$ cat src/rtl/dot_product_pkg.sv
// Shared types and constants for the dot-product kernel: FSM encoding, lane
// geometry and the 32-bit saturation helper used on the result port.
package dot_product_pkg;

  localparam int LANE_W = 16;
  localparam int LANES  = 2;
  localparam int WORD_W = LANE_W * LANES;
  // Sum of two LANE_W x LANE_W signed products needs one extra bit.
  localparam int PROD_W = 2 * LANE_W + 1;
  localparam int CNT_W  = 16;

  typedef enum logic [1:0] {
    IDLE,
    ACCUM,
    DRAIN,
    EMIT
  } state_t;

  localparam logic signed [63:0] SAT_MAX = 64'sh0000_0000_7FFF_FFFF;
  localparam logic signed [63:0] SAT_MIN = 64'shFFFF_FFFF_8000_0000;

  function automatic logic [WORD_W-1:0] sat32(input logic signed [63:0] acc);
    if (acc > SAT_MAX) begin
      return 32'h7FFF_FFFF;
    end else if (acc < SAT_MIN) begin
      return 32'h8000_0000;
    end
    return acc[WORD_W-1:0];
  endfunction

endpackage

$ cat src/rtl/dot_product_acc_if.sv
// ap_hs stream bundle between leaf_interface (master) and the dot-product
// kernel (slave): two input streams, two output streams and block control.
interface dot_product_acc_if;
  import dot_product_pkg::*;

  logic              ap_start;
  logic              ap_idle;
  logic              ap_ready;
  logic              ap_done;

  logic [WORD_W-1:0] Input_1_V_V;
  logic              Input_1_V_V_ap_vld;
  logic              Input_1_V_V_ap_ack;
  logic [WORD_W-1:0] Input_2_V_V;
  logic              Input_2_V_V_ap_vld;
  logic              Input_2_V_V_ap_ack;

  logic [WORD_W-1:0] Output_1_V_V;
  logic              Output_1_V_V_ap_vld;
  logic              Output_1_V_V_ap_ack;
  logic [WORD_W-1:0] Output_2_V_V;
  logic              Output_2_V_V_ap_vld;
  logic              Output_2_V_V_ap_ack;

  modport slave (
    input  ap_start,
    output ap_idle, ap_ready, ap_done,
    input  Input_1_V_V, Input_1_V_V_ap_vld,
    output Input_1_V_V_ap_ack,
    input  Input_2_V_V, Input_2_V_V_ap_vld,
    output Input_2_V_V_ap_ack,
    output Output_1_V_V, Output_1_V_V_ap_vld,
    input  Output_1_V_V_ap_ack,
    output Output_2_V_V, Output_2_V_V_ap_vld,
    input  Output_2_V_V_ap_ack
  );

  modport master (
    output ap_start,
    input  ap_idle, ap_ready, ap_done,
    output Input_1_V_V, Input_1_V_V_ap_vld,
    input  Input_1_V_V_ap_ack,
    output Input_2_V_V, Input_2_V_V_ap_vld,
    input  Input_2_V_V_ap_ack,
    input  Output_1_V_V, Output_1_V_V_ap_vld,
    output Output_1_V_V_ap_ack,
    input  Output_2_V_V, Output_2_V_V_ap_vld,
    output Output_2_V_V_ap_ack
  );

endinterface

$ cat src/rtl/dot_mac.sv
// Two-lane signed multiply-accumulate: per-word lane products are summed and
// registered, then folded into a wide accumulator one cycle later.
module dot_mac
  import dot_product_pkg::*;
#(
  parameter int ACC_W = 40
) (
  input  logic                    clk,
  input  logic                    rst,
  input  logic                    clr,
  input  logic                    en,
  input  logic [WORD_W-1:0]       a,
  input  logic [WORD_W-1:0]       b,
  output logic signed [ACC_W-1:0] acc
);

  logic signed [2*LANE_W-1:0] lane_prod [LANES];
  logic signed [PROD_W-1:0]   prod_next;
  logic signed [PROD_W-1:0]   prod_reg;
  logic                       prod_vld_reg;
  logic signed [ACC_W-1:0]    acc_reg;

  generate
    for (genvar gi = 0; gi < LANES; gi++) begin : g_lane
      assign lane_prod[gi] = (2*LANE_W)'($signed(a[gi*LANE_W +: LANE_W]))
                           * (2*LANE_W)'($signed(b[gi*LANE_W +: LANE_W]));
    end
  endgenerate

  assign prod_next = PROD_W'(lane_prod[1]) + PROD_W'(lane_prod[0]);

  // prod_reg is the registered pair product; prod_vld_reg tags it so the
  // accumulator only folds in products from accepted pairs.
  always_ff @(posedge clk or posedge rst) begin
    if (rst) begin
      prod_reg     <= '0;
      prod_vld_reg <= 1'b0;
      acc_reg      <= '0;
    end else begin
      prod_vld_reg <= en;
      if (en) begin
        prod_reg <= prod_next;
      end
      if (clr) begin
        acc_reg <= '0;
      end else if (prod_vld_reg) begin
        acc_reg <= acc_reg + ACC_W'(prod_reg);
      end
    end
  end

  assign acc = acc_reg;

endmodule

$ cat src/rtl/dot_product_acc.sv
// Streaming dot-product kernel: accumulates VEC_LEN paired words per frame and
// emits a saturated result plus a frame index over ap_hs output ports.
module dot_product_acc
  import dot_product_pkg::*;
#(
  parameter int VEC_LEN = 64,
  parameter int ACC_W   = 40
) (
  input logic              ap_clk,
  input logic              ap_rst,
  dot_product_acc_if.slave bus
);

  state_t                  state_reg;
  state_t                  state_next;
  logic [CNT_W-1:0]        pair_cnt_reg;
  logic [WORD_W-1:0]       frame_idx_reg;
  logic                    out1_vld_reg;
  logic                    out2_vld_reg;
  logic                    accept;
  logic                    last_pair;
  logic                    emit_done;
  logic                    mac_clr;
  logic signed [ACC_W-1:0] acc;

  assign accept    = (state_reg == ACCUM) && bus.Input_1_V_V_ap_vld && bus.Input_2_V_V_ap_vld;
  assign last_pair = (pair_cnt_reg == CNT_W'(VEC_LEN - 1));
  // The frame completes when every output still pending is acked this cycle.
  assign emit_done = (state_reg == EMIT)
                   && (!out1_vld_reg || bus.Output_1_V_V_ap_ack)
                   && (!out2_vld_reg || bus.Output_2_V_V_ap_ack);

  always_ff @(posedge ap_clk or posedge ap_rst) begin
    if (ap_rst) begin
      state_reg <= IDLE;
    end else begin
      state_reg <= state_next;
    end
  end

  always_comb begin
    state_next = state_reg;
    case (state_reg)
      IDLE:    if (bus.ap_start) state_next = ACCUM;
      ACCUM:   if (accept && last_pair) state_next = DRAIN;
      DRAIN:   state_next = EMIT;
      EMIT:    if (emit_done) state_next = IDLE;
      default: state_next = IDLE;
    endcase
  end

  always_comb begin
    bus.ap_idle            = (state_reg == IDLE);
    bus.Input_1_V_V_ap_ack = accept;
    bus.Input_2_V_V_ap_ack = accept;
    bus.ap_ready           = accept && last_pair;
    bus.ap_done            = emit_done;
    mac_clr                = (state_reg == IDLE) && bus.ap_start;
  end

  always_ff @(posedge ap_clk or posedge ap_rst) begin
    if (ap_rst) begin
      pair_cnt_reg  <= '0;
      frame_idx_reg <= '0;
      out1_vld_reg  <= 1'b0;
      out2_vld_reg  <= 1'b0;
    end else begin
      if (state_reg == IDLE) begin
        pair_cnt_reg <= '0;
      end else if (accept) begin
        pair_cnt_reg <= last_pair ? '0 : pair_cnt_reg + 1'b1;
      end

      if (emit_done) begin
        frame_idx_reg <= frame_idx_reg + 1'b1;
      end

      // Both outputs raise vld together; each one then retires on its own ack.
      if (state_reg == DRAIN) begin
        out1_vld_reg <= 1'b1;
        out2_vld_reg <= 1'b1;
      end else begin
        if (out1_vld_reg && bus.Output_1_V_V_ap_ack) out1_vld_reg <= 1'b0;
        if (out2_vld_reg && bus.Output_2_V_V_ap_ack) out2_vld_reg <= 1'b0;
      end
    end
  end

  dot_mac #(
    .ACC_W (ACC_W)
  ) u_mac (
    .clk (ap_clk),
    .rst (ap_rst),
    .clr (mac_clr),
    .en  (accept),
    .a   (bus.Input_1_V_V),
    .b   (bus.Input_2_V_V),
    .acc (acc)
  );

  // The accumulator is frozen from EMIT until the next frame clears it.
  assign bus.Output_1_V_V        = sat32(64'(acc));
  assign bus.Output_1_V_V_ap_vld = out1_vld_reg;
  assign bus.Output_2_V_V        = frame_idx_reg;
  assign bus.Output_2_V_V_ap_vld = out2_vld_reg;

endmodule
$ cat src/flat_wrapper.sv
// flat-port wrapper written by rule: the top's interface ports become plain ports
module dot_product_acc_flat import dot_product_pkg::*;
#(
  parameter int VEC_LEN = 64,
  parameter int ACC_W   = 40
)
  (ap_clk, ap_rst, bus_ap_start, bus_ap_idle, bus_ap_ready, bus_ap_done, bus_Input_1_V_V, bus_Input_1_V_V_ap_vld, bus_Input_1_V_V_ap_ack, bus_Input_2_V_V, bus_Input_2_V_V_ap_vld, bus_Input_2_V_V_ap_ack, bus_Output_1_V_V, bus_Output_1_V_V_ap_vld, bus_Output_1_V_V_ap_ack, bus_Output_2_V_V, bus_Output_2_V_V_ap_vld, bus_Output_2_V_V_ap_ack);
  dot_product_acc_if bus_i ();
  input logic ap_clk;
  input logic ap_rst;
  input wire logic [$bits(bus_i.ap_start)-1:0] bus_ap_start;
  output wire logic [$bits(bus_i.ap_idle)-1:0] bus_ap_idle;
  output wire logic [$bits(bus_i.ap_ready)-1:0] bus_ap_ready;
  output wire logic [$bits(bus_i.ap_done)-1:0] bus_ap_done;
  input wire logic [$bits(bus_i.Input_1_V_V)-1:0] bus_Input_1_V_V;
  input wire logic [$bits(bus_i.Input_1_V_V_ap_vld)-1:0] bus_Input_1_V_V_ap_vld;
  output wire logic [$bits(bus_i.Input_1_V_V_ap_ack)-1:0] bus_Input_1_V_V_ap_ack;
  input wire logic [$bits(bus_i.Input_2_V_V)-1:0] bus_Input_2_V_V;
  input wire logic [$bits(bus_i.Input_2_V_V_ap_vld)-1:0] bus_Input_2_V_V_ap_vld;
  output wire logic [$bits(bus_i.Input_2_V_V_ap_ack)-1:0] bus_Input_2_V_V_ap_ack;
  output wire logic [$bits(bus_i.Output_1_V_V)-1:0] bus_Output_1_V_V;
  output wire logic [$bits(bus_i.Output_1_V_V_ap_vld)-1:0] bus_Output_1_V_V_ap_vld;
  input wire logic [$bits(bus_i.Output_1_V_V_ap_ack)-1:0] bus_Output_1_V_V_ap_ack;
  output wire logic [$bits(bus_i.Output_2_V_V)-1:0] bus_Output_2_V_V;
  output wire logic [$bits(bus_i.Output_2_V_V_ap_vld)-1:0] bus_Output_2_V_V_ap_vld;
  input wire logic [$bits(bus_i.Output_2_V_V_ap_ack)-1:0] bus_Output_2_V_V_ap_ack;
  assign bus_i.ap_start = bus_ap_start;
  assign bus_ap_idle = bus_i.ap_idle;
  assign bus_ap_ready = bus_i.ap_ready;
  assign bus_ap_done = bus_i.ap_done;
  assign bus_i.Input_1_V_V = bus_Input_1_V_V;
  assign bus_i.Input_1_V_V_ap_vld = bus_Input_1_V_V_ap_vld;
  assign bus_Input_1_V_V_ap_ack = bus_i.Input_1_V_V_ap_ack;
  assign bus_i.Input_2_V_V = bus_Input_2_V_V;
  assign bus_i.Input_2_V_V_ap_vld = bus_Input_2_V_V_ap_vld;
  assign bus_Input_2_V_V_ap_ack = bus_i.Input_2_V_V_ap_ack;
  assign bus_Output_1_V_V = bus_i.Output_1_V_V;
  assign bus_Output_1_V_V_ap_vld = bus_i.Output_1_V_V_ap_vld;
  assign bus_i.Output_1_V_V_ap_ack = bus_Output_1_V_V_ap_ack;
  assign bus_Output_2_V_V = bus_i.Output_2_V_V;
  assign bus_Output_2_V_V_ap_vld = bus_i.Output_2_V_V_ap_vld;
  assign bus_i.Output_2_V_V_ap_ack = bus_Output_2_V_V_ap_ack;
  dot_product_acc #(.VEC_LEN(VEC_LEN), .ACC_W(ACC_W)) u_core (.ap_clk(ap_clk), .ap_rst(ap_rst), .bus(bus_i));
endmodule
$ cat config.mk
export PLATFORM = sky130hd
export DESIGN_NAME = dot_product_acc_flat
export DESIGN_NICKNAME = d
export VERILOG_FILES = /design/src/rtl/dot_product_pkg.sv /design/src/rtl/dot_product_acc_if.sv /design/src/rtl/dot_mac.sv /design/src/rtl/dot_product_acc.sv /design/src/flat_wrapper.sv
export SDC_FILE = /design/constraint.sdc
export NUM_CORES = 2
export LEC_CHECK = 0
export CORE_MARGIN = 2
export CORE_UTILIZATION = 58
export DETAILED_ROUTE_END_ITERATION = 12
export PLACE_DENSITY = 0.8
export SLEW_MARGIN = 20
export SYNTH_ARGS = -nofsm -noshare
export SYNTH_HDL_FRONTEND = slang
export SYNTH_SLANG_ARGS = --single-unit
$ cat constraint.sdc
create_clock -name ap_clk -period 4.2 [get_ports ap_clk]
set_input_delay 0.63 -clock ap_clk [delete_from_list [all_inputs] [get_ports ap_clk]]
set_output_delay 0.63 -clock ap_clk [all_outputs]
set_load 0.02 [all_outputs]
==> metrics.md <==
| Metric | Value |
|---|---|
| Initial antenna violation count | 1 |
| WL/cell | between 15 and 20 um |
| Yosys cell types | between 60 and 70 |
| Synth Instances | around 2900 |
| Drt pass-1 iters | 5 |
| WP data required | 4.48 ns |
| Reg2Reg Depth | 13 |
| Worst hold path type | reg -> reg |
| Crit path capture | u_core.u_mac.prod_reg[32]$_DFFE_PP0P_ |
| Num CTS Buffers | 17 |
| Total wire length | 78900 um |
| Skew final | just under 0.008 ns |
| CP Class | in -> reg |
| Vias | roughly 22000 |
| Delay-heaviest family, CP | adder cells |
| Max reg flops | 40 |
| Period utilisation layout | 1.74 |
| Setup ws final | -3.13 ns |
| Hold Crit Depth | 2 |
| Setup slack, reg-to-reg | roughly 1 ns |
| Crit. End Element | flip-flop |
| Num ports | roughly 140 |
| Gpl congestion | approximately 0.95 |
| Worst skew pair latency | 0.42 ns |
| First-pass GRT wire length | between 100000 and 150000 um |
| Critical Path Start | bus_Input_1_V_V[26] |
| Yosys warns | 0 |
| CTS tree | yes |
| # hold bufs at CTS | 0 |
| Total gr overflow | 0 |
| Status | complete, but fails checks |
| Worst Tran Pin Value | between 0.9 and 1 ns |
| Max FO, Critical Path | 5 |
| Clock buffer depth | 2 |
| Endpoints failing setup | 29 |
| Post-synthesis sequential area ratio | 0.117 |
| CP startpoint kind | input port |
| Port Buffers | 141 |
| Asr flop ratio synth | 1.00 |
| Fin Hold WS | approximately 0.5 ns |
| Mean area per synthesized cell | 9.39 um2 |
| Crit path time final | about 7.3 ns |
| Slowest stage cell, crit path | fa_1 |
| Largest net degree at the start of global routing | 81 |
| Placed cells | ~3800 |
| Row cnt | a little under 80 |
| DIE WIDTH | between 200 and 250 um |
| Cell Count, Final, Fillers Out | 3961 |
| Synth Flop Type | dfrtp_1 |
| Post-route DRC violation count | 0 |
| DRT iter0 DRCs | roughly 1800 |
| GR Util All Layers | 0.325 |
| Syn Nets | approximately 3700 |
| Hpwl dp | between 50000 and 60000 um |
| Slew Limit Fails | 0 |
| Core ar. | roughly 46000 um2 |
| Fmax | 0.136 GHz |
| WP data arrival | roughly 7.6 ns |
| Vias/cell | roughly 5.6 |
| Area growth from synthesis to layout | 26.7% |
| Share of cells above drive strength 1 | 0.243 |
| Setup TNS | -67.97 ns |
| Yosys reg bits | 126 |
| CTS clock-pin slew for the worst setup and hold paths | 0.05 ns |
| # clock sinks | between 100 and 150 |
| Synthesized area | 27100 um2 |
| Reg-to-Reg End | u_core.u_mac.acc[38]$_DFFE_PP0P_ |
| Total die area | between 40000 and 50000 um2 |
| EDFF count, synth | 0 |
| H-tree level count | 4 |
| Worst R2R Start | u_core.u_mac.prod_reg[0]$_DFFE_PP0P_ |
| Vias in the first global route | 24000 |
| # Max-Cap Violations | 0 |
| Final ANT Viol Nets | 0 |
| Rel. slew slack | 0.336 |
| Largest stage delay on the critical path | 0.56 ns |
| Top cell by count, worst path | fa_1 |
| Root buf cell | clkbuf_16 |
| RSZ-0062 raised after global routing | yes |
| Setup WS pre-CTS | -3.83 ns |
| CP Depth | 27 |
| CP bufs+invs | 7 |
| # nets final | between 4000 and 5000 |
| Initial core utilization | 0.585 |
| Failing checks | negative setup slack |
| Final hold violations | 0 |
| Die height | 220 um |
[logic make-up (layout without fill, tap and decap cells)]
group / count (synthesis) / in the layout / synth area share
XOR/XNOR: 118 / 118 / 0.0382
AO/OA/AOI/OAI: 300 / 300 / 0.0702
other: 0 / 1 / 0
flip-flops: 126 / 126 / 0.117
adder cells (fa/ha/maj): 779 / 779 / 0.523
buffers and inverters: 746 / 1219 / 0.104
AND/OR/NAND/NOR: 807 / 807 / 0.147
multiplexers: 4 / 4 / 0.00153
[placed cells by master (no fill, tap or decap), types with 8 or more instances in the layout]
cell,count
a21o_1,50
a21oi_1,54
a21oi_2,13
and2_1,209
and2_4,55
and3_1,12
buf_12,23
buf_2,17
buf_4,288
buf_6,89
buf_8,11
clkbuf_16,18
clkbuf_2,13
clkdlybuf4s50_1,77
dfrtp_1,126
fa_1,540
fa_2,45
ha_1,162
ha_4,30
inv_1,572
inv_2,75
nand2_1,314
nand2_2,26
nand2_4,9
nand2b_1,21
nand3_1,20
nand4_1,21
nor2_1,61
nor3_1,9
o21a_1,9
o21ai_0,78
o21ai_1,17
o21ai_2,8
o21bai_1,9
xnor2_1,62
xnor2_2,8
xor2_1,48
[worst min path at each step]
stage | startpoint | endpoint | slack [ns]
3_3_place_gp | u_core.bus.Output_2_V_V[31]$_DFFE_PP0P_ | u_core.bus.Output_2_V_V[31]$_DFFE_PP0P_ | 0.46
3_5_place_dp | u_core.u_mac.prod_reg[12]$_DFFE_PP0P_ | u_core.u_mac.prod_reg[12]$_DFFE_PP0P_ | 0.48
6_report | u_core.u_mac.prod_reg[12]$_DFFE_PP0P_ | u_core.u_mac.prod_reg[12]$_DFFE_PP0P_ | 0.49
5_1_grt | u_core.u_mac.prod_reg[12]$_DFFE_PP0P_ | u_core.u_mac.prod_reg[12]$_DFFE_PP0P_ | 0.52
2_1_floorplan | u_core.u_mac.prod_reg[22]$_DFFE_PP0P_ | u_core.u_mac.prod_reg[22]$_DFFE_PP0P_ | 0.45
4_1_cts | u_core.u_mac.prod_reg[12]$_DFFE_PP0P_ | u_core.u_mac.prod_reg[12]$_DFFE_PP0P_ | 0.49
[per-layer routing]
metal / global-route usage / wire, um / vias to the layer above / share of wire
li1: - / - / 9577 / -
met1: 0.404 / 29400 / 11100 / 0.37
met2: 0.573 / 39800 / 1123 / 0.50
met3: 0.0431 / 5440 / 313 / 0.069
met4: 0.134 / 4280 / 0 / 0.054
met5: 0 / 0 / - / 0
[cells in the mapped netlist (all sizes together), types with 5 or more instances]
master | n | area (um2)
inv | 652 | 2450
fa | 585 | 11700
nand2 | 349 | 1310
and2 | 266 | 1660
ha | 194 | 2430
dfrtp | 126 | 3150
o21ai | 109 | 561
clkbuf | 90 | 339
a21oi | 72 | 360
nor2 | 70 | 263
xnor2 | 70 | 613
a21o | 50 | 375
xor2 | 48 | 420
nand2b | 23 | 144
nand3 | 23 | 120
nand4 | 21 | 131
and3 | 15 | 93.8
nor3 | 12 | 60.1
o21bai | 12 | 90.1
o21a | 10 | 76.3
a31oi | 8 | 71.3
a211oi | 7 | 57.6
or3 | 6 | 37.5
and4 | 5 | 43.8
nor2b | 5 | 31.3
o31ai | 5 | 51.3
[worst reg2reg max path: stages (launching register included)]
cell and delay (ns):
dfrtp_1 0.39, ha_1 0.21, inv_1 0.06, fa_1 0.40
nor2b_1 0.17, o31ai_1 0.13, a2bb2oi_1 0.37, a21o_1 0.29
nand3_1 0.16, a21oi_1 0.19, o22ai_1 0.13, o21ai_0 0.26
mux2i_1 0.22, nand3_1 0.10
[repair_timing]
item | CTS | global route
setup buffers | 101 | 34
gates resized for setup | 418 | 246
cloned | 6 | 1
pin swaps | 223 | 124
endpoints found under the setup margin | 30 | 29
[final cells by class]
class	count	area [um2]
sequential	126	3150
inverter	652	2460
clock buffer	26	519
timing repair buffer	536	4940
clock inverter	5	77.6
antenna	1	2.50
multi-input combinational	2008	22400
tap	607	759
fill	2939	12000
[metrics by stage]
step | utilization | cell area (um2)
after floorplan | - | 27800
after global placement | 0.687 | 31800
after detailed placement | 0.687 | 31800
after CTS | 0.733 | 33900
after global routing | 0.741 | 34300
final | 0.741 | 34300
Power is not shown: default switching activity piles up to over one toggle a cycle in this logic, so the estimate is an artifact.
